**src/rtl/i2s_ws_ctrl.sv**
```systemverilog
// I2S word-select controller: tracks L/R slots and bit position in master or slave
// timing, generates shift-register load and frame strobes, and flags framing errors.
module i2s_ws_ctrl (
    input  logic       clk,
    input  logic       rst_n,
    input  logic       sck_tick,
    input  logic       ws_in,
    input  logic [1:0] standard,
    input  logic [1:0] mode,
    input  logic       frame_size,
    input  logic       stereo,
    input  logic       stop,
    output logic       ws_out,
    output logic [1:0] state,
    output logic [4:0] bit_idx,
    output logic       ld_pulse,
    output logic       frame_done,
    output logic       err
);

    typedef enum logic [1:0] {
        ST_IDLE = 2'b00,
        ST_L    = 2'b01,
        ST_R    = 2'b10,
        ST_ERR  = 2'b11
    } state_t;

    state_t     state_r, state_s;
    logic [4:0] bit_idx_r, idx_s;
    logic       ws_out_r, ws_s;
    logic       ld_r, ld_s;
    logic       fd_r, fd_s;
    logic       err_r, err_s;

    logic [1:0] sh_std_r;
    logic       sh_master_r;
    logic       sh_fs_r;
    logic       sh_stereo_r;

    logic       ws_prev_r;
    logic       edge_d_r;
    logic       fall_d_r;
    logic       stop_pend_r;

    logic [4:0] last_idx_s;
    logic [4:0] pre_idx_s;
    logic       is_i2s_s;
    logic       illegal_s;
    logic       edge_s;
    logic       ev_s;
    logic       ev_fall_s;
    logic       stop_any_s;
    logic       slot_end_s;
    logic       fault_s;
    logic       r_end_s;
    logic       cur_slot_s;
    logic       nxt_slot_s;

    assign last_idx_s = sh_fs_r ? 5'd31 : 5'd15;
    assign pre_idx_s  = sh_fs_r ? 5'd30 : 5'd14;
    assign is_i2s_s   = (sh_std_r == 2'b00);
    assign illegal_s  = (sh_std_r == 2'b11);
    assign edge_s     = (ws_in != ws_prev_r);
    // I2S slots begin one tick after the ws edge, so use the edge recorded on the previous tick
    assign ev_s       = is_i2s_s ? edge_d_r : edge_s;
    assign ev_fall_s  = is_i2s_s ? fall_d_r : ~ws_in;
    assign stop_any_s = stop | stop_pend_r;
    assign cur_slot_s = (state_r == ST_L) || (state_r == ST_R);
    assign nxt_slot_s = (state_s == ST_L) || (state_s == ST_R);

    // Next-state, bit counter and strobe decode, evaluated only on serial ticks
    always_comb begin
        state_s    = state_r;
        idx_s      = bit_idx_r;
        ws_s       = ws_out_r;
        ld_s       = 1'b0;
        fd_s       = 1'b0;
        err_s      = 1'b0;
        r_end_s    = 1'b0;
        slot_end_s = 1'b0;
        fault_s    = 1'b0;
        if (sck_tick) begin
            case (state_r)
                ST_IDLE: begin
                    idx_s = 5'd0;
                    if (stop) begin
                        state_s = ST_IDLE;
                    end else if (illegal_s) begin
                        fault_s = 1'b1;
                    end else if (sh_master_r || (ev_s && ev_fall_s)) begin
                        state_s = ST_L;
                    end else begin
                        state_s = ST_IDLE;
                    end
                end
                ST_L, ST_R: begin
                    if (illegal_s) begin
                        fault_s = 1'b1;
                    end else if (sh_master_r || ev_s) begin
                        if (bit_idx_r == last_idx_s) begin
                            slot_end_s = 1'b1;
                        end else if (sh_master_r) begin
                            idx_s = bit_idx_r + 5'd1;
                        end else begin
                            fault_s = 1'b1;
                        end
                    end else if (bit_idx_r == last_idx_s) begin
                        fault_s = 1'b1;
                    end else begin
                        idx_s = bit_idx_r + 5'd1;
                    end
                    if (slot_end_s) begin
                        idx_s = 5'd0;
                        if (state_r == ST_L) begin
                            state_s = ST_R;
                        end else begin
                            fd_s    = 1'b1;
                            r_end_s = 1'b1;
                            state_s = stop_any_s ? ST_IDLE : ST_L;
                        end
                    end else begin
                        state_s = state_r;
                    end
                end
                ST_ERR: begin
                    idx_s = 5'd0;
                    if (stop) begin
                        state_s = ST_IDLE;
                    end else begin
                        state_s = ST_ERR;
                    end
                end
                default: begin
                    state_s = ST_IDLE;
                    idx_s   = 5'd0;
                end
            endcase

            if (fault_s) begin
                state_s = ST_ERR;
                idx_s   = 5'd0;
                err_s   = 1'b1;
                fd_s    = 1'b0;
                r_end_s = 1'b0;
            end else begin
                err_s = 1'b0;
            end

            // I2S leads the slot change by one bit; MSB/LSB follow the slot directly
            if (nxt_slot_s && sh_master_r) begin
                if (!is_i2s_s) begin
                    ws_s = (state_s == ST_R);
                end else if (cur_slot_s && (bit_idx_r == pre_idx_s)) begin
                    ws_s = (state_r == ST_L);
                end else begin
                    ws_s = ws_out_r;
                end
            end else begin
                ws_s = 1'b0;
            end

            if (nxt_slot_s && (sh_stereo_r || (state_s == ST_L))) begin
                if (is_i2s_s) begin
                    ld_s = (idx_s == 5'd1);
                end else begin
                    ld_s = (idx_s == 5'd0) && (state_s != state_r);
                end
            end else begin
                ld_s = 1'b0;
            end
        end else begin
            state_s = state_r;
        end
    end

    // Registered control outputs
    always_ff @(posedge clk or negedge rst_n) begin
        if (!rst_n) begin
            state_r   <= ST_IDLE;
            bit_idx_r <= 5'd0;
            ws_out_r  <= 1'b0;
            ld_r      <= 1'b0;
            fd_r      <= 1'b0;
            err_r     <= 1'b0;
        end else begin
            state_r   <= state_s;
            bit_idx_r <= idx_s;
            ws_out_r  <= ws_s;
            ld_r      <= ld_s;
            fd_r      <= fd_s;
            err_r     <= err_s;
        end
    end

    // Config shadow: open while idle and at each frame boundary
    always_ff @(posedge clk or negedge rst_n) begin
        if (!rst_n) begin
            sh_std_r    <= 2'b00;
            sh_master_r <= 1'b0;
            sh_fs_r     <= 1'b0;
            sh_stereo_r <= 1'b0;
        end else if ((state_r == ST_IDLE) || r_end_s) begin
            sh_std_r    <= standard;
            sh_master_r <= mode[1];
            sh_fs_r     <= frame_size;
            sh_stereo_r <= stereo;
        end else begin
            sh_std_r    <= sh_std_r;
            sh_master_r <= sh_master_r;
            sh_fs_r     <= sh_fs_r;
            sh_stereo_r <= sh_stereo_r;
        end
    end

    // ws_in history and delayed edge for I2S, plus stop request held until frame end
    always_ff @(posedge clk or negedge rst_n) begin
        if (!rst_n) begin
            ws_prev_r   <= 1'b0;
            edge_d_r    <= 1'b0;
            fall_d_r    <= 1'b0;
            stop_pend_r <= 1'b0;
        end else begin
            if (sck_tick) begin
                ws_prev_r <= ws_in;
                edge_d_r  <= edge_s;
                fall_d_r  <= ~ws_in;
            end else begin
                ws_prev_r <= ws_prev_r;
                edge_d_r  <= edge_d_r;
                fall_d_r  <= fall_d_r;
            end
            if (cur_slot_s && nxt_slot_s) begin
                stop_pend_r <= stop_pend_r | stop;
            end else begin
                stop_pend_r <= 1'b0;
            end
        end
    end

    assign state      = state_r;
    assign bit_idx    = bit_idx_r;
    assign ws_out     = ws_out_r;
    assign ld_pulse   = ld_r;
    assign frame_done = fd_r;
    assign err        = err_r;

endmodule
```
**config.mk**
```make
export PLATFORM = sky130hd
export DESIGN_NAME = i2s_ws_ctrl
export DESIGN_NICKNAME = d
export VERILOG_FILES = /design/src/rtl/i2s_ws_ctrl.sv
export SDC_FILE = /design/constraint.sdc
export NUM_CORES = 1
export LEC_CHECK = 0
export ABC_AREA = 1
export ABC_CLOCK_PERIOD_IN_PS = 1890
export CORE_UTILIZATION = 25
export CTS_BUF_LIST = sky130_fd_sc_hd__clkbuf_16
export DETAILED_ROUTE_END_ITERATION = 10
export PLACE_DENSITY = 0.49
export SETUP_SLACK_MARGIN = 0.4
export SYNTH_ARGS = -nofsm -noshare
export SYNTH_HDL_FRONTEND = slang
export SYNTH_SLANG_ARGS = --single-unit
```
**constraint.sdc**
```tcl
create_clock -name clk -period 1.89 [get_ports clk]
set_input_delay 0.189 -clock clk [delete_from_list [all_inputs] [get_ports clk]]
set_output_delay 0.189 -clock clk [all_outputs]
set_load 0.05 [all_outputs]
```
# == Word-level counts from Yosys, hierarchy flattened ==
# Cells that the tools add are included.
# classes
add_sub_neg,1
n_lt_le_gt_ge,0
shifts,0
bitwise,2
reduce_logical,18
n_mul,0
n_mux,51
eq_ne,14
div_mod_pow,0
# ops
op,count
$mux W5,10
$mux W1,30
$mux W2,8
$eq A2 B2 Y1 const B,5
$eq A5 B5 Y1,2
$pmux W5 S2,1
$eq A2 B1 Y1 const B,3
$logic_and A1 B1 Y1,6
$logic_or A1 B1 Y1,6
$pmux W2 S3,1
$add A5 B1 Y5 const B,1
$eq A5 B1 Y1 const B,1
$logic_not A5 Y1,1
$logic_not A2 Y1,2
$reduce_or A2 Y1,2
$ne A3 B2 Y1 const B,1
$ne A2 B2 Y1,1
$pmux W1 S2,1
$reduce_and A2 Y1,1
$ne A1 B1 Y1,1
$not A1 Y1,1
$or A1 B1 Y1,1
# word_totals
out_inout_bits,11
romBits,0
regBits,20
wordCells,100
in_bits,11
mem_count,0
latch_bits,0
ramBits,0

# == Logic depth before layout (Yosys ltp) ==
# Gate-level depths: netlist of the first run.
# depth
depth_word,17
depth_mapped,17
ltp_nobuf,17

# == Worst setup path before layout of the first run ==
# No wires, ideal clock.
# synth_path
path_type,register -> register
start,register bit_idx_r[1] (netlist: bit_idx[1])
end,register ws_out_r (netlist: ws_out)
synth_period_minus_slack_ps,2277
setup_time_ps,132
stages_incl_launch_ff,15
t_arrival_ps,2145
path_buffers,0
required_time_ps,1758
path_slack_ps,-387
path_cell_list,dfrtp_1 ha_1 nand3_2 nor3_2 nand2_1 nand2_1 nand2_1 a21oi_2 nand2_1 nand2_1 nand2_1 nand2_1 nand2_2 nand2_1 a21oi_1
# synth_between
elab_chain_len,16
word_cells_on_any_way,27
classes_between,6 x eq/ne; 17 x mux; 4 x reduce/logical
# synth_rtl
element,line_no,source
start: declaration,29,"logic [4:0] bit_idx_r, idx_s;"
start signal: assignment,187,bit_idx_r <= idx_s;
$eq A5 B5 Y1 (*),"100, 107",
$mux W1,"100, 107",
$mux W1,99,end else if (sh_master_r || ev_s) begin
$mux W1,97,if (illegal_s) begin
$mux W1,83,case (state_r)
$mux W1,82,if (sck_tick) begin
$mux W2,112,if (slot_end_s) begin
$pmux W2 S3,83,
$mux W2 (*),139,if (fault_s) begin
$mux W2 (*) (2 in a row),82,
net state_s[0],28,"state_t state_r, state_s;"
$eq A2 B1 Y1 or $eq A2 B2 Y1 (tied branches),69,assign nxt_slot_s = (state_s == ST_L) || (state_s == ST_R);
$logic_or A1 B1 Y1 (*),69,
$logic_and A1 B1 Y1 (*),150,if (nxt_slot_s && sh_master_r) begin
$ne A3 B2 Y1 (no line),--,
$reduce_and A2 Y1 (no line),--,
end signal: assignment,188,ws_out_r <= ws_s;
end: declaration,30,"logic ws_out_r, ws_s;"
# Mark *: on every way through the listed nets, which the timed path passes. The rest lies on a longest branch. The select of a mux whose other input is x is not followed.
# A chain may end at the register's enable or synchronous reset.

# == Final worst setup path of the first run ==
# layout_path
start,register bit_idx_r[0] (netlist: bit_idx[0])
end,register ld_r (netlist: ld_pulse)
# layout_between
elab_chain_len,16
word_cells_on_any_way,39
classes_between,1 x add/sub; 6 x eq/ne; 27 x mux; 5 x reduce/logical
# layout_rtl
element,line_no,source
branches (longest 14 deep; another with $add A5 B1 Y5),--,
$mux W1 (*),162,if (nxt_slot_s && (sh_stereo_r || (state_s == ST_L))) begin
$mux W1 (*),82,
net ld_s,31,"logic ld_r, ld_s;"
end signal: assignment,189,ld_r <= ld_s;
end: declaration,31,
# Mark *: on every way through the listed nets, which the timed path passes. The select of a mux whose other input is x is not followed.

==> results of run 1 <==
==> cell usage in the layout, fill, tap and decap left out, drive strengths merged <==
cell type,n
buf,39
clkdlybuf4s50,9
clkinv,1
nor2,20
nand2,68
dfrtp,20
inv,24
clkdlybuf4s15,2
xor2,4
o21ai,21
nand4,1
nand3,19
o21a,1
o22ai,1
a21oi,8
ha,6
nor3,1
o221ai,1
clkbuf,7
dlygate4sd2,5
==> timing repair <==
action                                  CTS  global route
endpoints found under the setup margin   26            22
cloned                                    1             0
resized for setup                        33            27
buffers inserted                          4             1
hold buffers                              0             0
pin swaps                                18            17
==> where the power goes <==
part / switching, mW / total [mW] / internal [mW]
registers: 0.0882 / 0.644 / 0.556
clock network: 0.168 / 0.451 / 0.282
logic: 1.23 / 2.13 / 0.900
total: 1.49 / 3.23 / 1.74
==> final cells by class <==
class / count / share of cell area (%)
Clock buffer: 3 / 3.51
Clock inverter: 1 / 0.175
Tap cell: 70 / 4.09
Multi-Input combinational cell: 151 / 41.6
Inverter: 24 / 4.21
Sequential cell: 20 / 23.9
Timing Repair Buffer: 59 / 22.5
==> per-stage QoR <==
step           hold WS, ns  setup WS (ns)  power, mW  cells  utilization [%]
2_1_floorplan       -0.107         -0.124       1.71    196                -
3_3_place_gp         0.477         -0.252       2.45    318             37.2
3_5_place_dp         0.481         -0.301       2.45    318             37.2
4_1_cts              0.299        -0.0306       3.12    327             40.8
5_1_grt              0.326         -0.127       3.50    328             41.9
6_report             0.285         0.0114       3.23    328             41.9
==> layer usage <==
metal,track usage (%),part of all wire (%),vias to the layer above
li1,-,-,749
met1,19.0,44,626
met2,28.6,50,34
met3,3.48,3.5,12
met4,3.98,2.3,0
met5,0,0,-
==> worst paths after layout <==
check	to	slack [ns]	cells after the start
max in group asynchronous	bit_idx[0]	1.36	2
setup / recovery	ld_pulse	0.01	12
hold / removal	frame_done	0.29	2
setup reg to reg	ld_pulse	0.01	12
min in group clk	sh_std_r[0]	0.48	3
hold reg to reg	fall_d_r	0.49	1
==> kinds of logic (layout without fill, tap and decap cells) <==
| logic type | Yosys count | count (layout) | synth area share, % |
|---|---|---|---|
| compound gates | 31 | 32 | 12.8 |
| xor+xnor | 4 | 4 | 2.63 |
| fa+ha+maj | 6 | 6 | 5.64 |
| buf+inv | 26 | 87 | 7.34 |
| flops | 20 | 20 | 37.6 |
| simple gates | 109 | 109 | 34.0 |
==> flow_summary.toml, run 1 <==
[grt]
grt_pass1_vias = 1415
grt_pass1_wl_mm = 6.60
antenna_found_initial = 0
gr-usage-all-layers_pct = 15.8
grt_overflow = 0
grt_max_degree = 21

[drt]
totalWireLength_mm = 3.86
viasPerCell = 4.33
drc_errors = 0
ant_nets = 0
drt_iter0_drc = 89
num_vias = 1421
dr.pass1.iters = 6
wl_per_cell_um = 11.8

[yosys]
synth.most_common_cell = "nand2_1"
netlist_instances = 196
synth_common_cells = "67 x nand2_1, 21 x inv_1, 20 x dfrtp_1"
synth_top_area_share_pct = 37.6
yosys.area.top_type = "dfrtp_1"
synthTopCellsByArea = "dfrtp_1 38%, nand2_1 19%, nand3_1 6.8%"
synthesis.area_um2 = 1330
synthArstFlopShare_pct = 100
yosysWarnings = 0
synthesis.nets = 213
syn_area_per_cell_um2 = 6.79
ys_ff_latch = 20
synth_ff_type = "dfrtp_1"
synth_edf_count = 0
seq_area_frac_synth_pct = 37.6
yosys.cell_types.count = 21

[sta]
rsz0062_at_grt = "yes"
hold_viol_final = 0
fin_skew_ns = 0.00929
worst_slew_pin_slew_ns = 0.495
finalCriticalPeriod_ns = 1.88
finalSetupViolations = 0
fmax_ghz = 0.532
maxSlewViolCount = 0
relSlewSlack_pct = 67.2
tns_ns = 0
fin_crit_sh_pct = 99.4

[worst_setup_path]
path_buf_inv = 1
critPathSlowestCell = "dfrtp_2"
cp_top_family = "simple AND/OR/NAND/NOR gates"
reg2reg_from = "bit_idx[0]"
crit_required_ns = 2.03
arrival_ns = 2.02
crit_fanout = 3
worstSetupPathType = "flop to flop"
end_kind = "flop"
critical-path-max-stage-delay_ns = 0.38
worstPathCellList = "ha_4 > nand3_4 > nor2_2 > nor2_4 > a21oi_2 > buf_4 > a21oi_4 > nand2_2 > xor2_1 > nand2_1 > a21oi_2 > nor2_1"
startpoint = "bit_idx[0]"
cp_common_cell = "a21oi_2"
start_kind = "flop"

[clocking]
insertion_delay_ns = 0.26
path_clk_slew_ns = 0.06
clockBufferDepth = 2
clock_sinks = 20
htree_levels = 1
cts_tree = "done"
root_buffer = "clkbuf_16"
cts_buffers = 3

[run_status]
status = "finished clean"

[worst_hold_path]
hold_path_class = "input port to asynchronous set/reset pin"

[placed_design]
dp_hpwl_mm = 2.90
place.gp.congestion = 0.892
port_buffers = 20
placed_cell_area_um2 = 1900

[final_layout]
nFillCells = 527
drive_gt1_share_pct = 35.7
synthToLayoutAreaGrowth_pct = 61.0
insertedDiodeCount = 0
nets = 276
largest_reg_flops = 5
stdcell_area_um2 = 2140
multi_input_area_um2 = 891
seq_area_um2 = 512

[power_and_ir_drop]
cellPowerDensity_nw_per_um2 = 1510
ir_drop_uv = 533
leakagePower_nw = 1.05

[die]
core_area_um2 = 5110
fp.dieW_um = 74.9
die-area_um2 = 5620
die_h_um = 74.9
pin_count = 22
num_rows = 26
start_util_pct = 26.0

[run]
cap_violations = 0
Note: power is estimated with default switching activity, not from simulation.
==> run 2: changes to the inputs <==
--- a/config.mk
+++ b/config.mk
@@ -10,6 +10,7 @@
 export CORE_UTILIZATION = 25
 export CTS_BUF_LIST = sky130_fd_sc_hd__clkbuf_16
 export DETAILED_ROUTE_END_ITERATION = 10
+export MAX_ROUTING_LAYER = met4
 export PLACE_DENSITY = 0.49
 export SETUP_SLACK_MARGIN = 0.4
 export SYNTH_ARGS = -nofsm -noshare
==> run 2 against run 1 <==
Net effect:
- the flow now finishes with violations (setup timing)
- cell area is 0.47% higher
- setup slack worse by 0.029 ns
- first-iteration DRC count is 57% lower
- combinational power hardly changed
- hold slack worse by 0.0062 ns
- sequential share of layout area is 0.23 points lower
- global-route usage is 0.57 points lower
- critical endpoint is now ws_out
- clock power is 0.9% lower
- register-to-register slack worse by 0.03 ns
- sequential power is 2% lower
- routed wire length is 3.6% lower
==> flow_summary.toml, run 2 (synthesized netlist as in run 1, its figures left out) <==
[run_status]
status = "finished, violations left"
failed_checks = "setup timing"

[final_layout]
nets = 273
largest_reg_flops = 5
multi_input_area_um2 = 926
seq_area_um2 = 509
final_common_cell = "nand2_1"
drive_gt1_share_pct = 39.2
final_cell_mix = "49 x nand2_1, 34 x buf_4, 17 x nand2_2"
stdcell_area_um2 = 2150
insertedDiodeCount = 0
synthToLayoutAreaGrowth_pct = 61.7
nFillCells = 539

[drt]
drt_iter0_drc = 38
totalWireLength_mm = 3.72
m1WireLength_mm = 1.75
ant_nets = 0
dr.pass1.iters = 4
num_vias = 1418
viasPerCell = 4.36
wl_met2_mm = 1.84
highest_layer = "met4"
drc_errors = 0
route.met3.wl_um = 76
wl_per_cell_um = 11.4

[power_and_ir_drop]
p_total_mw = 3.21
ir_drop_uv = 616
cellPowerDensity_nw_per_um2 = 1490
leakagePower_nw = 1.04

[sta]
fmax_ghz = 0.524
finalSetupViolations = 2
rsz0062_at_grt = "yes"
fin_skew_ns = 0.00542
maxSlewViolCount = 0
worst_slew_pin_slew_ns = 0.503
relSlewSlack_pct = 66.6
fin_ws_ns = -0.0178
tns_ns = -0.0261
finalCriticalPeriod_ns = 1.91
fin_crit_sh_pct = 101
hold_viol_final = 0

[grt]
grt_pass1_vias = 1328
grt_max_degree = 21
grt_pass1_wl_mm = 6.10
antenna_found_initial = 0
gr-usage-all-layers_pct = 15.3
grt_overflow = 0

[die]
pin_count = 22
fp.dieW_um = 74.9
die-area_um2 = 5620
num_rows = 26
core_area_um2 = 5110
start_util_pct = 26.0
die_h_um = 74.9

[worst_setup_path]
critPathSlowestCell = "dfrtp_2"
path_buf_inv = 1
crit_required_ns = 2.03
worstSetupPathType = "flop to flop"
start_kind = "flop"
critical-path-max-stage-delay_ns = 0.38
cp_top_family = "simple AND/OR/NAND/NOR gates"
worstPathCellList = "ha_4 > nand3_4 > nor3_4 > nand2_2 > nand2_2 > nand2_4 > nand2_2 > nand2_2 > inv_2 > nand2_2 > nand2_1 > nand2_1 > nand2_1 > nand2_2 > nand2_1 > a21oi_2"
arrival_ns = 2.05
cp_common_cell = "nand2_2"
end_kind = "flop"
crit_fanout = 3

[placed_design]
dp_hpwl_mm = 2.86
place.gp.congestion = 0.934
port_buffers = 20
placed_cell_area_um2 = 1900

[clocking]
htree_levels = 1
cts_tree = "done"
clockBufferDepth = 2
root_buffer = "clkbuf_16"
path_clk_slew_ns = 0.06
cts_hold_buf = 0
cts_buffers = 3
clock_sinks = 20
insertion_delay_ns = 0.25

[worst_hold_path]
hold_path_class = "input port to asynchronous set/reset pin"

[run]
cap_violations = 0
run 2: worst reg2reg max path: stages (launching register included):
cell and delay (ns):
dfrtp_2 0.38, ha_4 0.15, nand3_4 0.09, nor3_4 0.22, nand2_2 0.11, nand2_2 0.11
nand2_4 0.07, nand2_2 0.08, nand2_2 0.06, inv_2 0.06, nand2_2 0.05, nand2_1 0.06
nand2_1 0.07, nand2_1 0.08, nand2_2 0.08, nand2_1 0.09, a21oi_2 0.05
run 2: per-layer routing:
| layer | up-vias | GRT usage (%) |
|---|---|---|
| met4 | 0 | 3.77 |
| met1 | 652 | 18.9 |
| met5 | - | - |
| met3 | 4 | 3.21 |
| li1 | 746 | - |
| met2 | 16 | 25.3 |
run 2: what timing repair did:
action	CTS	global route
resized for setup	27	46
endpoints found under the setup margin	27	21
setup buffers	1	1
pin swaps	8	30
gates cloned	0	1
run 2: power breakdown:
part	switching [mW]	total, mW	internal [mW]
combinational	1.26	2.13	0.870
clock	0.165	0.447	0.282
sequential	0.0794	0.631	0.551
run 2: final cells by class:
type | count | share of cell area [%]
clock inverter | 1 | 0.175
clock buffer | 3 | 3.49
timing repair buffer | 56 | 21.3
multi-input combinational | 151 | 43.0
inverter | 24 | 4.19
sequential | 20 | 23.7
tap | 70 | 4.07
run 2: path summary, 6_finish.rpt:
path                       startpoint     endpoint  slack (ns)  depth (start not counted)
min reg2reg                  fall_d_r     fall_d_r        0.49                          1
min                             rst_n  stop_pend_r        0.28                          2
max in group asynchronous       rst_n   bit_idx[4]        1.37                          2
min in group clk                ws_in    ws_prev_r        0.29                          3
max reg2reg                bit_idx[0]       ws_out       -0.02                         16
max                        bit_idx[0]       ws_out       -0.02                         16
run 2: metrics by stage:
stage          util (%)  hold slack, ns  setup WS, ns  cells
6_report           42.1           0.279       -0.0178    325
5_1_grt            42.1           0.327        -0.152    325
4_1_cts            39.4           0.292       -0.0128    323
3_5_place_dp       37.2           0.481        -0.287    318
3_3_place_gp       37.2           0.477        -0.255    318
2_1_floorplan         -          -0.107        -0.124    196
==> run 3: changes to the inputs <==
--- a/config.mk
+++ b/config.mk
@@ -7,11 +7,12 @@
 export LEC_CHECK = 0
 export ABC_AREA = 1
 export ABC_CLOCK_PERIOD_IN_PS = 1890
-export CORE_UTILIZATION = 25
+export CORE_UTILIZATION = 30
 export CTS_BUF_LIST = sky130_fd_sc_hd__clkbuf_16
 export DETAILED_ROUTE_END_ITERATION = 10
+export GPL_TIMING_DRIVEN = 0
 export MAX_ROUTING_LAYER = met4
-export PLACE_DENSITY = 0.49
+export PLACE_DENSITY = 0.56
 export SETUP_SLACK_MARGIN = 0.4
 export SYNTH_ARGS = -nofsm -noshare
 export SYNTH_HDL_FRONTEND = slang
==> run 3 against run 2 <==
Net effect:
- routed wire length rose by 5.6%
- highest routed layer unchanged
- largest power group unchanged
- total power grew 0.92%
- fmax down 2.2%
- the flow still finishes with violations (setup timing)
- sequential power grew 3.8%
- count of clock-buffer cells in the layout stayed put
- largest cell class unchanged
==> flow_summary.toml, run 3 (synthesized netlist as in run 1, its figures left out) <==
[clocking]
clock_sinks = 20
insertion_delay_ns = 0.26
root_buffer = "clkbuf_16"
path_clk_slew_ns = 0.06
cts_buffers = 3
cts_tree = "done"
clockBufferDepth = 2
htree_levels = 1

[sta]
rsz0062_at_grt = "yes"
fin_ws_ns = -0.0605
hold_viol_final = 0
maxSlewViolCount = 0
worst_slew_pin_slew_ns = 0.965
fmax_ghz = 0.513
fin_crit_sh_pct = 103
finalCriticalPeriod_ns = 1.95
timing.hold.ws_ns = 0.308
relSlewSlack_pct = 35.5
finalSetupViolations = 3
fin_skew_ns = 0.00858

[power_and_ir_drop]
ir_drop_uv = 544
cellPowerDensity_nw_per_um2 = 1580
combPwrFrac_pct = 65.8
power_frac_seq_pct = 20.2
clockPowerShare_pct = 14.0
switchingPower_mw = 1.61
leakagePower_nw = 0.981
swShare_pct = 49.6
intPower_mw = 1.63

[run_status]
status = "finished, violations left"
failed_checks = "setup timing"

[final_layout]
final_util_pct = 49.7
nets = 261
nFillCells = 417
largest_reg_flops = 5
drive_gt1_share_pct = 39.5
multi_input_area_um2 = 942
final_common_cell = "nand2_1"
final_cell_mix = "45 x nand2_1, 22 x nand2_2, 22 x buf_4"
insertedDiodeCount = 0
seq_area_um2 = 512
synthToLayoutAreaGrowth_pct = 53.8

[die]
start_util_pct = 32.3
num_rows = 23
die_h_um = 68.6
core_area_um2 = 4120
fp.dieW_um = 68.6
die-area_um2 = 4700
pin_count = 22

[grt]
gr-usage-all-layers_pct = 18.4
grt_max_degree = 21
antenna_found_initial = 0
grt_pass1_vias = 1364
grt_overflow = 0
grt_pass1_wl_mm = 6.13

[drt]
viasPerCell = 4.93
num_vias = 1444
wl_per_cell_um = 13.4
totalWireLength_mm = 3.93
drt_iter0_drc = 107
drc_errors = 0
dr.pass1.iters = 4
ant_nets = 0

[worst_hold_path]
hold_path_class = "input port to flop"

[worst_setup_path]
cp_top_family = "simple AND/OR/NAND/NOR gates"
worstPathCellList = "ha_4 > nand3_4 > nor2_2 > nor2_2 > a21oi_2 > buf_4 > nor2_4 > buf_4 > nand2_2 > nand3_1 > nor2_1 > nand3_1 > nor2_1"
end_kind = "flop"
critical-path-max-stage-delay_ns = 0.39
start_kind = "flop"
crit_required_ns = 2.07
worstSetupPathType = "flop to flop"
path_buf_inv = 2
crit_fanout = 5
critPathSlowestCell = "dfrtp_2"
arrival_ns = 2.14

[placed_design]
port_buffers = 20
dp_hpwl_mm = 2.41
place.gp.congestion = 0.839

[run]
cap_violations = 0
-- run 3: stage by stage --
stage / setup slack (ns) / instance area (µm²) / total power [mW] / setup TNS, ns / cells
3_5_place_dp: -0.467 / 1630 / 2.08 / -2.22 / 266
6_report: -0.0605 / 2050 / 3.24 / -0.121 / 293
4_1_cts: -0.0193 / 1930 / 2.97 / -0.0328 / 285
3_3_place_gp: -0.517 / 1630 / 2.08 / -2.63 / 266
2_1_floorplan: -0.124 / 1370 / 1.71 / -0.328 / 196
5_1_grt: -0.231 / 2050 / 3.48 / -0.622 / 293
-- run 3: worst paths after layout --
kind / startpoint / end / slack [ns] / cells past startpoint
min: ws_in / ws_prev_r / 0.31 / 3
min in group asynchronous: rst_n / bit_idx[4] / 0.46 / 1
max reg2reg: bit_idx[1] / ld_pulse / -0.06 / 13
min reg2reg: fall_d_r / fall_d_r / 0.50 / 1
max in group asynchronous: rst_n / state[0] / 0.77 / 1
max: bit_idx[1] / ld_pulse / -0.06 / 13
-- run 3: layout make-up --
cell class / count / share of cell area, %
clock inverters: 1 / 0.183
clock buffers: 3 / 3.67
multi-input cells: 151 / 46.1
plain buffers: 2 / 0.428
flip-flops and latches: 20 / 25.0
well taps: 50 / 3.06
inverters: 24 / 4.65
repair buffers: 42 / 16.9
-- run 3: timing repair --
| action | CTS | global route |
|---|---|---|
| setup buffers | 15 | 7 |
| pin swaps | 24 | 5 |
| hold buffers | 0 | 0 |
| resized for setup | 61 | 28 |
| setup endpoints to repair | 27 | 20 |
| cloned | 0 | 1 |
-- run 3: worst reg2reg max path, stage by stage (launching register included) --
cell and delay [ns]:
dfrtp_2 0.39, ha_4 0.17, nand3_4 0.09, nor2_2 0.17, nor2_2 0.06, a21oi_2 0.20
buf_4 0.16, nor2_4 0.05, buf_4 0.13, nand2_2 0.07, nand3_1 0.08, nor2_1 0.13
nand3_1 0.08, nor2_1 0.09
-- run 3: metal layers --
layer,share of wire [%],global-route usage [%],vias to the layer above
met3,3.2,3.78,11
li1,-,-,730
met5,0,-,-
met4,2.5,10.2,0
met1,45,21.5,673
met2,49,29.4,30
-- run 3: power by group through the flow --
stage          clock, mW  combinational [mW]  sequential, mW
2_1_floorplan          0               0.888           0.818
3_3_place_gp           0                1.42           0.661
3_5_place_dp           0                1.41           0.665
4_1_cts            0.463                1.86           0.647
5_1_grt            0.480                2.33           0.669
6_report           0.455                2.13           0.655
